===== src/rtl/serial_arith_pkg.sv =====
// Shared constants for the bit-serial arithmetic units: FSM state encoding and default width.
package serial_arith_pkg;

    typedef enum logic [1:0] {
        ST_IDLE  = 2'd0,
        ST_SHIFT = 2'd1,
        ST_DONE  = 2'd2
    } serial_state_e;

    localparam int unsigned SERIAL_WIDTH_DEF = 8;

endpackage


===== src/rtl/half_sub.sv =====
// Combinational half subtractor: d = x - y (one bit), bo = borrow out.
module half_sub (
    input  logic x_i,
    input  logic y_i,
    output logic d_o,
    output logic bo_o
);

    assign d_o  = x_i ^ y_i;
    assign bo_o = ~x_i & y_i;

endmodule


===== src/rtl/serial_sub.sv =====
// Bit-serial WIDTH-bit subtractor (diff = a - b, LSB first) behind a start/done handshake.
// Optional signed-overflow output enabled by defining SERIAL_SUB_OVF_EN.
module serial_sub
    import serial_arith_pkg::*;
#(
    parameter int unsigned WIDTH = SERIAL_WIDTH_DEF
) (
    input  logic             clk,
    input  logic             rst_n,
    input  logic             start_i,
    input  logic [WIDTH-1:0] a_i,
    input  logic [WIDTH-1:0] b_i,
    output logic             busy_o,
    output logic             done_o,
    output logic [WIDTH-1:0] diff_o,
    output logic             borrow_out_o
`ifdef SERIAL_SUB_OVF_EN
    ,
    output logic             ovf_o
`endif
);

    localparam int unsigned CntW = $clog2(WIDTH);

    serial_state_e    state_q, state_d;
    logic [WIDTH-1:0] a_sh_q, a_sh_d;
    logic [WIDTH-1:0] b_sh_q, b_sh_d;
    logic [WIDTH-1:0] res_sh_q, res_sh_d;
    logic [WIDTH-1:0] diff_q, diff_d;
    logic [CntW-1:0]  cnt_q, cnt_d;
    logic             borrow_q, borrow_d;
    logic             borrow_out_q, borrow_out_d;
    logic             bit_d, bo1, bo2, d1, bnext;

    // Full-subtract cell: two half subtractors plus an OR on their borrows.
    half_sub u_hs_ab (
        .x_i  (a_sh_q[0]),
        .y_i  (b_sh_q[0]),
        .d_o  (d1),
        .bo_o (bo1)
    );

    half_sub u_hs_bw (
        .x_i  (d1),
        .y_i  (borrow_q),
        .d_o  (bit_d),
        .bo_o (bo2)
    );

    assign bnext = bo1 | bo2;

`ifdef SERIAL_SUB_OVF_EN
    logic ovf_q, ovf_d;
    // On the last bit a_sh[0]/b_sh[0] are the operand MSBs and bit_d is the result MSB.
    assign ovf_d = (state_q == ST_SHIFT && cnt_q == CntW'(WIDTH - 1)) ?
                   ((a_sh_q[0] ^ b_sh_q[0]) & (bit_d ^ a_sh_q[0])) : ovf_q;
`endif

    always_comb begin
        state_d      = state_q;
        a_sh_d       = a_sh_q;
        b_sh_d       = b_sh_q;
        res_sh_d     = res_sh_q;
        diff_d       = diff_q;
        cnt_d        = cnt_q;
        borrow_d     = borrow_q;
        borrow_out_d = borrow_out_q;
        unique case (state_q)
            ST_IDLE: begin
                if (start_i) begin
                    a_sh_d   = a_i;
                    b_sh_d   = b_i;
                    res_sh_d = '0;
                    cnt_d    = '0;
                    borrow_d = 1'b0;
                    state_d  = ST_SHIFT;
                end
            end
            ST_SHIFT: begin
                a_sh_d   = a_sh_q >> 1;
                b_sh_d   = b_sh_q >> 1;
                res_sh_d = {bit_d, res_sh_q[WIDTH-1:1]};
                borrow_d = bnext;
                cnt_d    = cnt_q + CntW'(1);
                if (cnt_q == CntW'(WIDTH - 1)) begin
                    diff_d       = {bit_d, res_sh_q[WIDTH-1:1]};
                    borrow_out_d = bnext;
                    state_d      = ST_DONE;
                end
            end
            ST_DONE: state_d = ST_IDLE;
            default: state_d = ST_IDLE;
        endcase
    end

    always_ff @(posedge clk or negedge rst_n) begin
        if (!rst_n) begin
            state_q      <= ST_IDLE;
            a_sh_q       <= '0;
            b_sh_q       <= '0;
            res_sh_q     <= '0;
            diff_q       <= '0;
            cnt_q        <= '0;
            borrow_q     <= 1'b0;
            borrow_out_q <= 1'b0;
        end else begin
            state_q      <= state_d;
            a_sh_q       <= a_sh_d;
            b_sh_q       <= b_sh_d;
            res_sh_q     <= res_sh_d;
            diff_q       <= diff_d;
            cnt_q        <= cnt_d;
            borrow_q     <= borrow_d;
            borrow_out_q <= borrow_out_d;
        end
    end

`ifdef SERIAL_SUB_OVF_EN
    always_ff @(posedge clk or negedge rst_n) begin
        if (!rst_n) begin
            ovf_q <= 1'b0;
        end else begin
            ovf_q <= ovf_d;
        end
    end

    assign ovf_o = ovf_q;
`endif

    assign busy_o       = (state_q == ST_SHIFT);
    assign done_o       = (state_q == ST_DONE);
    assign diff_o       = diff_q;
    assign borrow_out_o = borrow_out_q;

endmodule


===== config.mk =====
export PLATFORM = sky130hd
export DESIGN_NAME = serial_sub
export DESIGN_NICKNAME = d
export VERILOG_FILES = /design/src/rtl/serial_arith_pkg.sv /design/src/rtl/half_sub.sv /design/src/rtl/serial_sub.sv
export SDC_FILE = /design/constraint.sdc
export NUM_CORES = 1
export LEC_CHECK = 0
export ABC_CLOCK_PERIOD_IN_PS = 2950
export CORE_MARGIN = 2
export CORE_UTILIZATION = 55
export CTS_CLUSTER_DIAMETER = 120
export DETAILED_ROUTE_END_ITERATION = 10
export GPL_ROUTABILITY_DRIVEN = 0
export PLACE_DENSITY_LB_ADDON = 0.15
export SLEW_MARGIN = 20
export SYNTH_ARGS = -nofsm -noshare
export SYNTH_HDL_FRONTEND = slang
export SYNTH_HIERARCHICAL = 1
export SYNTH_SLANG_ARGS = --single-unit

===== constraint.sdc =====
create_clock -name clk -period 2.95 [get_ports clk]
set_input_delay 0.295 -clock clk [delete_from_list [all_inputs] [get_ports clk]]
set_output_delay 0.295 -clock clk [all_outputs]
set_load 0.01 [all_outputs]

# Yosys cells after proc, flatten, opt, wreduce, memory -nomap -nowiden
# Index checks and enable logic that the tools add are counted.
# totals
ff_bits	39
in_bits	19
output_inout_bits	11
elab_cells	39
# op_classes
add_sub_neg	1
eq_ne	5
mux	13
bitwise	7
reduce_logical	5
# op_table
op	count
8-bit one-hot mux with 2 select lines	3
8-bit 2-to-1 mux	3
3-bit one-hot mux with 2 select lines	1
2-bit AND reduction	3
2-bit 2-to-1 mux	2
2-bit one-hot mux with 2 select lines	1
3-bit by 1-bit adder with 3-bit output, second input constant	1
3-bit equality test, second input constant	1
3-bit 2-to-1 mux	1
1-bit AND	2
2-bit by 1-bit equality test with 1-bit output, second input constant	1
2-bit equality test, second input constant	1
2-bit zero test	1
2-bit by 1-bit inequality test with 1-bit output, second input constant	1
2-bit inequality test, second input constant	1
1-bit inverter	2
1-bit one-hot mux with 2 select lines	1
2-bit nonzero test	1
1-bit XOR	2
1-bit 2-to-1 mux	1
1-bit OR	1

# Longest topological paths before layout
# Gate-level depths: netlist (run 1).
# logic_depth
word_depth	5
depth_mapped	7
ltp_nobuf	7

# Modules after synthesis
# The synthesis (run 1) kept the hierarchy.
# by_module_without_submodules
module	instances	cells_each	area_per_inst_um2	seq_area_each_um2
serial_sub	1	136	1607.8	950.9
half_sub	2	3	20.0	0.0

# Worst setup path before layout (run 1)
# Ideal clock, no wire load.
# synth_path
path_kind	register to register
start	reg cnt_q[0]
end	reg diff_q[0] (netlist: diff_o[0])
setup_ps	125
arrival_time_ps	1302
t_required_ps	2825
path_slack_ps	1523
path_stages_with_launch	6
path_buffers	1
synth_period_minus_slack_ps	1427
cell_sequence	dfrtp_1 -> ha_1 -> ha_1 -> nand3b_4 -> buf_6 -> mux2_2
# synth_between
elab_chain_len	2
# synth_lines
item	line	rtl
start: declaration	serial_sub.sv:30	logic [CntW-1:0] cnt_q, cnt_d;
start signal: assignment	serial_sub.sv:112	cnt_q <= cnt_d;
3-bit equality test	serial_sub.sv:85	if (cnt_q == CntW'(WIDTH - 1)) begin
2-bit AND reduction (no source line)	-	
end signal: assignment	serial_sub.sv:111	diff_q <= diff_d;
end: declaration	serial_sub.sv:29	logic [WIDTH-1:0] diff_q, diff_d;
# Every way passes these cells.
# A chain may end at the register's enable or synchronous reset.

# Final worst setup path (run 1)
# layout_path
start	reg state_q[0]
end	out busy_o
# layout_between
elab_chain_len	1
# layout_lines
item	line	rtl
start: declaration	serial_sub.sv:25	serial_state_e state_q, state_d;
start signal: assignment	serial_sub.sv:107	state_q <= state_d;
2-bit by 1-bit equality test with 1-bit output	serial_sub.sv:130	assign busy_o = (state_q == ST_SHIFT);
end: declaration	serial_sub.sv:13	output logic busy_o,
# Every way passes these cells.

==> results by group, run 1 <==
Finish
  • Area delta synth->final: 21.3%
  • Fin nets: between 150 and 200
  • Area occupied by multi-input gates: 593 sq um
  • Layout cell share with drive strength beyond 1: 0.112
  • Register area: 951 sq um
  • Inserted Diodes: 0
  • Layout Utilization: 0.713
  • # fillers: 220
  • Finished Cell Area: 2000 sq um

Synth
  • Ys flop type: dfrtp_1
  • Seq/Total Area, Yosys: 0.577
  • Share of the synthesized area in the top cell type: 0.577
  • Most frequent cell after synthesis: dfrtp_1
  • Synth cell count leaders: dfrtp_1, o22ai_1, a21oi_1
  • Post-Syn Nets: 165
  • Synth warn: 6
  • Cells after synthesis: 142
  • Netlist Area Pre-Place: 1650 sq um
  • Synthesized flop and latch total: 38
  • Post-synth top area cell: dfrtp_1
  • Count of different cell masters after synthesis: 21
  • Post-synth EDFFs: 0
  • Synth async-reset ratio: 1.00
  • Syn avg cell area: 11.6 sq um
  • Top post-synthesis cells by area: dfrtp_1, o22ai_1, a22o_1, mux2_2, a21oi_1

Floorplan
  • Io pins: 30
  • Row count: 19
  • Die Height: 58.7 um
  • Core ar.: 2810 sq um
  • DIE AREA: 3450 sq um
  • Starting Density: 0.587
  • Die width: 58.7 um

Setup path
  • Kind of cell adding the most delay to the critical path: buffers and inverters
  • Startpoint types: flip-flop
  • Critical path class: flip-flop to output port
  • CP max FO: 17
  • Worst setup EP type: output port
  • Arrival @ worst endpoint: 2.21 ns
  • CP max stage delay: roughly 0.59 ns
  • Crit-path slowest cell: clkdlybuf4s50_1
  • Cell Chain, Critical Path: nand2b_1, inv_2, clkdlybuf4s50_1
  • CP Data Required Time: 2.65 ns
  • CP Buf/Inv Count: 2

Clocking
  • H-tree levels: 2
  • Clock Path Buffers: 2
  • CTS tree: yes
  • Sink Count: 38
  • Number of hold buffers added after CTS: 0
  • Clock transition at path regs: between 0.1 and 0.15 ns
  • # resized after CTS: 0
  • CTS Buf Count: 5
  • Clock Latency Late Sink: 0.36 ns
  • Post-CTS Setup Inserts: 0
  • Clock Tree Root: clkbuf_4

Min path
  • Worst hold-check path type: input port to async pin

STA
  • Worst-margin pin slew: ~0.8 ns
  • Hold Fails Final Rpt: 0
  • Period utilization: 0.850
  • Minimum clock period: 2.51 ns
  • F_max: approximately 0.4 GHz
  • Final setup fails: 0
  • Slew HR: 0.480
  • Slew Viols, Final: 0
  • Unrepaired setup endpoints after global routing: false
  • Skew final: 0.0163 ns
  • Final setup TNS: 0 ns

Pwr
  • Total net switching power: roughly 0.69 mW
  • Switching share of power: 0.349
  • Clk pwr share: 0.184
  • Total Power: between 1.5 and 2 mW
  • Part of the power in registers: 0.457
  • Peak VDD IR: 0.539 mV
  • Leakage: 0.898 nW
  • Gate power share: 0.359
  • PwrDens: 996 nW/um^2
  • Int Pwr: 1.30 mW

Drt
  • First-pass DRT Iterations: 4
  • Routed Antenna Nets: 0
  • Final WL: 3.40 mm
  • DRT iter0 DRCs: 26
  • DRC viols: 0
  • Vias post-DR: 1252
  • Via-to-Cell Ratio: 6.23
  • Drt wl/cell: 16.9 um

Placement
  • HPWL Detailed: ~2.3 mm
  • PortBufs: 29
  • Area after DPL: 1920 sq um

Outcome
  • Status: completed

GRT
  • Overflow after GRT: 0
  • GRT met3 Usage: 0.0462
  • Largest net degree at the start of global routing: 39
  • Met2 usage: 0.360
  • GR peak layer: met2
  • GRT Util Overall: 0.221
  • Initial antenna violation count: 0
  • Vias in the first global route: between 1k and 1.5k
  • First-pass GRT wire length: 5.61 mm
  • Met1 Use GR: 0.257

Run
  • Max_cap viols: 0
power groups by stage:
| stage | logic [mW] | registers, mW | clock network [mW] |
|---|---|---|---|
| floorplan | 0.528 | 0.880 | 0 |
| finish | 0.714 | 0.910 | 0.367 |
| detailed placement | 0.717 | 0.918 | 0 |
| CTS | 0.719 | 0.906 | 0.372 |
| global placement | 0.684 | 0.899 | 0 |
| global route | 0.799 | 0.937 | 0.391 |
final timing paths:
check,from,endpoint,slack [ns],cells past startpoint
min reg2reg,res_sh_q[1]$_DFFE_PN0P_,res_sh_q[1]$_DFFE_PN0P_,0.51,1
max in group asynchronous,rst_n,diff_o[3]$_DFFE_PN0P_,2.26,2
max reg2reg,state_q[1]$_DFFE_PN0P_,res_sh_q[2]$_DFFE_PN0P_,1.29,3
max,state_q[0]$_DFFE_PN0P_,busy_o,0.44,3
min in group clk,b_i[7],b_sh_q[7]$_DFFE_PN0P_,0.50,3
min,rst_n,a_sh_q[2]$_DFFE_PN0P_,0.35,2
through the flow:
stage                     hold WS [ns]  cells  setup slack (ns)
final                            0.348    201             0.442
after global routing             0.387    201             0.292
after CTS                        0.364    201             0.424
after detailed placement         0.489    194             0.827
after global placement           0.463    194             0.906
after floorplan              -0.000591    142              1.52
flip-flops by register name (all words and copies together) (netlist names):
| signal | flops |
|---|---|
| a_sh_q | 8 |
| b_sh_q | 8 |
| diff_o | 8 |
| res_sh_q | 7 |
| cnt_q | 3 |
| state_q | 2 |
| borrow_out_o | 1 |
| borrow_q | 1 |
layout by cell type, fill, tap and decap left out, types with 2 or more instances in the layout:
cell type,Yosys,final
a21oi_1,15,15
a22o_1,9,9
buf_4,0,2
clkbuf_4,0,5
clkdlybuf4s50_1,0,29
dfrtp_1,38,38
ha_1,4,4
inv_1,7,7
mux2_2,7,7
nand2_1,5,5
nor2_1,4,4
nor2b_1,2,2
o21ai_0,6,6
o22ai_1,28,28
area by class of cell:
class / instances / area share
multi-input cells: 86 / 0.297
repair buffers: 31 / 0.153
well taps: 31 / 0.0194
inverters: 8 / 0.0150
flip-flops and latches: 38 / 0.476
clock inverters: 1 / 0.0150
clock buffers: 6 / 0.0257
worst register-to-register path: stages (launching register included):
cell and delay [ns]:
dfrtp_1 0.48, nand2b_1 0.56, inv_2 0.21, a22o_1 0.29
cells by family (layout without fill, tap and decap cells):
family / count (synthesis) / in the layout / share of synthesized area
buffers and inverters: 18 / 46 / 0.0630
multiplexers: 8 / 8 / 0.0547
AO/OA/AOI/OAI: 60 / 60 / 0.226
flip-flops: 38 / 38 / 0.577
adder cells (fa/ha/maj): 4 / 4 / 0.0304
AND/OR/NAND/NOR: 14 / 14 / 0.0494
routing by layer:
layer  up-vias  part of all wire  wire, um
met5         -                 0         0
met4         0             0.030       102
met2        31              0.49      1670
met3        12             0.042       142
li1        581                 -         -
met1       628              0.44      1480
Power figures use the tool's default switching activity.
==> run 2: changes to the inputs <==
--- a/config.mk
+++ b/config.mk
@@ -6,6 +6,7 @@
 export NUM_CORES = 1
 export LEC_CHECK = 0
 export ABC_CLOCK_PERIOD_IN_PS = 2950
+export CORE_ASPECT_RATIO = 0.75
 export CORE_MARGIN = 2
 export CORE_UTILIZATION = 55
 export CTS_CLUSTER_DIAMETER = 120
==> results by group, run 2 (same netlist as run 1, synthesis figures left out) <==
Pwr
  • Peak VDD IR: 0.489 mV
  • PwrDens: 1010 nW/um^2
  • Leakage: between 0.9 and 1 nW

Finish
  • Area delta synth->final: 23.4%
  • Layout cell share with drive strength beyond 1: 0.105
  • Fin nets: 193
  • Most frequent cells in the layout: dfrtp_1, clkdlybuf4s50_1, o22ai_1
  • Most common cell after layout, fill and taps aside: dfrtp_1
  • # fillers: ~220
  • Finished Cell Area: 2030 sq um
  • Layout Utilization: 0.703
  • Inserted Diodes: 0

GRT
  • Overflow after GRT: 0
  • Largest net degree at the start of global routing: 39
  • GRT Util Overall: 0.227
  • Initial antenna violation count: 0
  • Vias in the first global route: about 1.1k
  • First-pass GRT wire length: 5.42 mm

Clocking
  • Sink Count: 38
  • Clock Latency Late Sink: roughly 0.30 ns
  • Number of hold buffers added after CTS: 0
  • Clock transition at path regs: about 0.080 ns
  • Clock Path Buffers: 2
  • Clock Tree Root: clkbuf_8
  • # resized after CTS: 0
  • CTS tree: yes
  • CTS Buf Count: 5
  • Post-CTS Setup Inserts: 0
  • H-tree levels: 2

Setup path
  • R2r setup slk: 1.34 ns
  • Worst setup EP type: output port
  • Arrival @ worst endpoint: 2.10 ns
  • Reg-to-reg startpoint: state_q[1]$_DFFE_PN0P_
  • CP Data Required Time: 2.65 ns
  • Critical R2R Capture: res_sh_q[3]$_DFFE_PN0P_
  • Critical path class: flip-flop to output port
  • Worst r2r path cells: 3
  • CP max FO: 17
  • Startpoint types: flip-flop

Placement
  • PortBufs: 29
  • HPWL Detailed: 2.18 mm
  • Dpl ws: roughly 0.90 ns
  • Area after DPL: around 1900 sq um

STA
  • Unrepaired setup endpoints after global routing: false
  • Period utilization: 0.813
  • Slew Viols, Final: 0
  • Final setup TNS: 0 ns
  • Final setup fails: 0
  • F_max: about 0.42 GHz
  • Hold Fails Final Rpt: 0
  • Skew final: just over 0.01 ns
  • Slew HR: 0.525
  • Final worst slack: around 0.55 ns
  • Worst hold slack: 0.407 ns
  • Minimum clock period: 2.40 ns
  • Worst-margin pin slew: 0.710 ns

Floorplan
  • Io pins: 30
  • Starting Density: 0.570
  • Core ar.: a little under 3000 sq um
  • Die width: 67.2 um
  • DIE AREA: roughly 3500 sq um
  • Die Height: 51.4 um
  • Row count: 17

Drt
  • Final WL: about 3.2 mm
  • DRC viols: 0
  • Via-to-Cell Ratio: 5.62
  • DRT iter0 DRCs: 96
  • First-pass DRT Iterations: 4
  • Drt wl/cell: 15.4 um
  • Vias post-DR: 1174
  • Routed Antenna Nets: 0

Outcome
  • Status: completed

Run
  • Max_cap viols: 0

Min path
  • Worst hold-check path type: input port to async pin
-- run 2: worst max path at each step --
stage                                      start                     to  cells past startpoint
after floorplan             cnt_q[0]$_DFFE_PN0P_  diff_o[0]$_DFFE_PN0P_                      5
after global placement    state_q[1]$_DFFE_PN0P_                 busy_o                      3
after detailed placement  state_q[0]$_DFFE_PN0P_                 busy_o                      3
after CTS                 state_q[0]$_DFFE_PN0P_                 busy_o                      3
after global routing      state_q[0]$_DFFE_PN0P_                 busy_o                      3
final                     state_q[0]$_DFFE_PN0P_                 busy_o                      3
-- run 2: area by class of cell --
type,instances,area (sq um),share of cell area
Sequential cell,38,951,0.468
Clock buffer,7,76.3,0.0375
Timing Repair Buffer,31,305,0.150
Clock inverter,1,30.0,0.0148
Tap cell,38,47.5,0.0234
Inverter,8,30.0,0.0148
Multi-Input combinational cell,86,593,0.292
-- run 2: metrics by stage --
step | instances | power (mW)
after detailed placement | 201 | 1.63
after floorplan | 142 | 1.41
final | 209 | 2.05
after global routing | 209 | 2.20
after CTS | 209 | 2.06
after global placement | 201 | 1.59
-- run 2: report_power, final --
group | internal [mW] | total [mW] | switching [mW]
clock | 0.253 | 0.432 | 0.179
combinational | 0.360 | 0.708 | 0.349
sequential | 0.742 | 0.906 | 0.164
-- run 2: critical path, cell delays in order (launching register included) --
cell	delay, ns
dfrtp_1	0.52
nand2b_1	0.42
inv_2	0.30
clkdlybuf4s50_1	0.58
-- run 2: routing by layer --
layer	vias up	share of wire	track usage
met4	0	0.011	0.133
met2	32	0.45	0.317
met1	550	0.49	0.318
met3	4	0.055	0.0595
met5	-	0	0
li1	588	-	-
==> run 3: changes to the inputs <==
--- a/config.mk
+++ b/config.mk
@@ -5,10 +5,10 @@
 export SDC_FILE = /design/constraint.sdc
 export NUM_CORES = 1
 export LEC_CHECK = 0
-export ABC_CLOCK_PERIOD_IN_PS = 2950
+export ABC_CLOCK_PERIOD_IN_PS = 2300
 export CORE_ASPECT_RATIO = 0.75
 export CORE_MARGIN = 2
-export CORE_UTILIZATION = 55
+export CORE_UTILIZATION = 51
 export CTS_CLUSTER_DIAMETER = 120
 export DETAILED_ROUTE_END_ITERATION = 10
 export GPL_ROUTABILITY_DRIVEN = 0
==> constraint.sdc (replaced) <==
create_clock -name clk -period 2.3 [get_ports clk]
set_input_delay 0.23 -clock clk [delete_from_list [all_inputs] [get_ports clk]]
set_output_delay 0.23 -clock clk [all_outputs]
set_load 0.01 [all_outputs]
==> results by group, run 3 (same netlist as run 1, synthesis figures left out) <==
Finish
  • Fin nets: 194
  • Most common cell after layout, fill and taps aside: dfrtp_1
  • Layout Utilization: 0.688
  • Inserted Diodes: 0
  • Layout cell share with drive strength beyond 1: 0.122
  • Area delta synth->final: 26.0%
  • Most frequent cells in the layout: dfrtp_1, clkdlybuf4s50_1, o22ai_1

Placement
  • PortBufs: 29
  • HPWL Detailed: 2.27 mm

Drt
  • Routed Antenna Nets: 0
  • DRC viols: 0
  • Vias post-DR: 1235
  • Via-to-Cell Ratio: 5.88
  • First-pass DRT Iterations: 4
  • Final WL: around 3.5 mm
  • DRT iter0 DRCs: 106
  • Drt wl/cell: 16.5 um

Setup path
  • CP Buf/Inv Count: 2
  • CP Data Required Time: 2.07 ns
  • Startpoint types: flip-flop
  • Reg-to-reg startpoint: a_sh_q[0]$_DFFE_PN0P_
  • Worst r2r path cells: 7
  • CP max FO: 15
  • R2r setup slk: 0.79 ns
  • Critical R2R Capture: diff_o[7]$_DFFE_PN0P_
  • CP max stage delay: 0.56 ns
  • Arrival @ worst endpoint: roughly 1.8 ns
  • Worst setup EP type: output port
  • Critical path class: flip-flop to output port
  • Kind of cell adding the most delay to the critical path: buffers and inverters
  • Crit-path slowest cell: clkdlybuf4s50_1
  • Cell Chain, Critical Path: inv_1, nor2_1, clkdlybuf4s50_1

STA
  • Worst-margin pin slew: 0.792 ns
  • Skew final: 0.0114 ns
  • Period utilization: 0.868
  • Unrepaired setup endpoints after global routing: false
  • F_max: 0.501 GHz
  • Final setup TNS: 0 ns
  • Final setup fails: 0
  • Hold Fails Final Rpt: 0
  • Minimum clock period: 2.00 ns
  • Slew Viols, Final: 0
  • Slew HR: 0.471

GRT
  • Largest net degree at the start of global routing: 39
  • First-pass GRT wire length: 5.77 mm
  • Overflow after GRT: 0
  • GRT Util Overall: 0.209
  • Initial antenna violation count: 0
  • Vias in the first global route: 1175

Clocking
  • Clock transition at path regs: around 0.080 ns
  • Clock Tree Root: clkbuf_8
  • Clock Latency Late Sink: 0.30 ns
  • Number of hold buffers added after CTS: 0
  • CTS Buf Count: 5
  • Sink Count: 38
  • Post-CTS Setup Inserts: 0
  • CTS tree: yes
  • Clock Path Buffers: 2
  • # resized after CTS: 0
  • H-tree levels: 2

Floorplan
  • Row count: 17
  • Core ar.: 3020 sq um
  • Die width: 69.6 um
  • Io pins: 30
  • Starting Density: 0.546
  • Die Height: 53.2 um
  • DIE AREA: 3710 sq um

Min path
  • Worst hold-check path type: input port to async pin

Pwr
  • Peak VDD IR: 0.723 mV
  • Leakage: about 0.93 nW
  • PwrDens: 1360 nW/um^2

Outcome
  • Status: completed

Run
  • Max_cap viols: 0
==> run 3: changes by cell type in the layout (fill, tap and decap cells not counted), sizes merged <==
cell / delta
clkbuf: -1
buf: +1
bufinv: +1
==> run 3: worst max path at each step <==
stage,depth (start not counted),endpoint,start
floorplan,5,diff_o[0]$_DFFE_PN0P_,cnt_q[0]$_DFFE_PN0P_
global placement,3,done_o,state_q[1]$_DFFE_PN0P_
detailed placement,3,done_o,state_q[1]$_DFFE_PN0P_
CTS,3,done_o,state_q[1]$_DFFE_PN0P_
global route,3,done_o,state_q[1]$_DFFE_PN0P_
finish,3,done_o,state_q[1]$_DFFE_PN0P_
==> run 3: worst reg2reg max path, delay by kind of cell (launching register included) <==
kind	cells	cell delay, ns
flops	1	0.39
fa+ha+maj	2	0.55
mux	1	0.26
buf+inv	4	0.21
==> run 3: layer usage <==
| metal | up-vias | wire length (um) | track usage |
|---|---|---|---|
| met1 | 610 | 1650 | 0.278 |
| met3 | 3 | 199 | 0.0476 |
| li1 | 588 | - | - |
| met4 | 0 | 21 | 0.103 |
| met2 | 34 | 1600 | 0.329 |
| met5 | - | 0 | 0 |
==> run 3: layout make-up <==
cell class	instances	area (sq um)
fillers	221	943
flip-flops and latches	38	951
repair buffers	32	313
well taps	38	47.5
inverters	8	30.0
multi-input cells	86	593
clock buffers	6	82.6
clock inverters	2	60.1
==> run 3: through the flow <==
| step | setup WS (ns) | power (mW) | area, sq um | hold slack, ns | std cells |
|---|---|---|---|---|---|
| floorplan | 0.873 | 1.81 | 1650 | -0.0656 | 142 |
| global placement | 0.712 | 2.04 | 1930 | 0.463 | 202 |
| detailed placement | 0.647 | 2.12 | 1930 | 0.479 | 202 |
| CTS | 0.327 | 2.82 | 2080 | 0.377 | 210 |
| global route | 0.177 | 3.00 | 2080 | 0.423 | 210 |
| finish | 0.304 | 2.82 | 2080 | 0.355 | 210 |
==> run 3: report_power, final <==
| group | internal (mW) | switching (mW) |
|---|---|---|
| clock network | 0.463 | 0.242 |
| registers | 0.951 | 0.221 |
| logic | 0.475 | 0.469 |
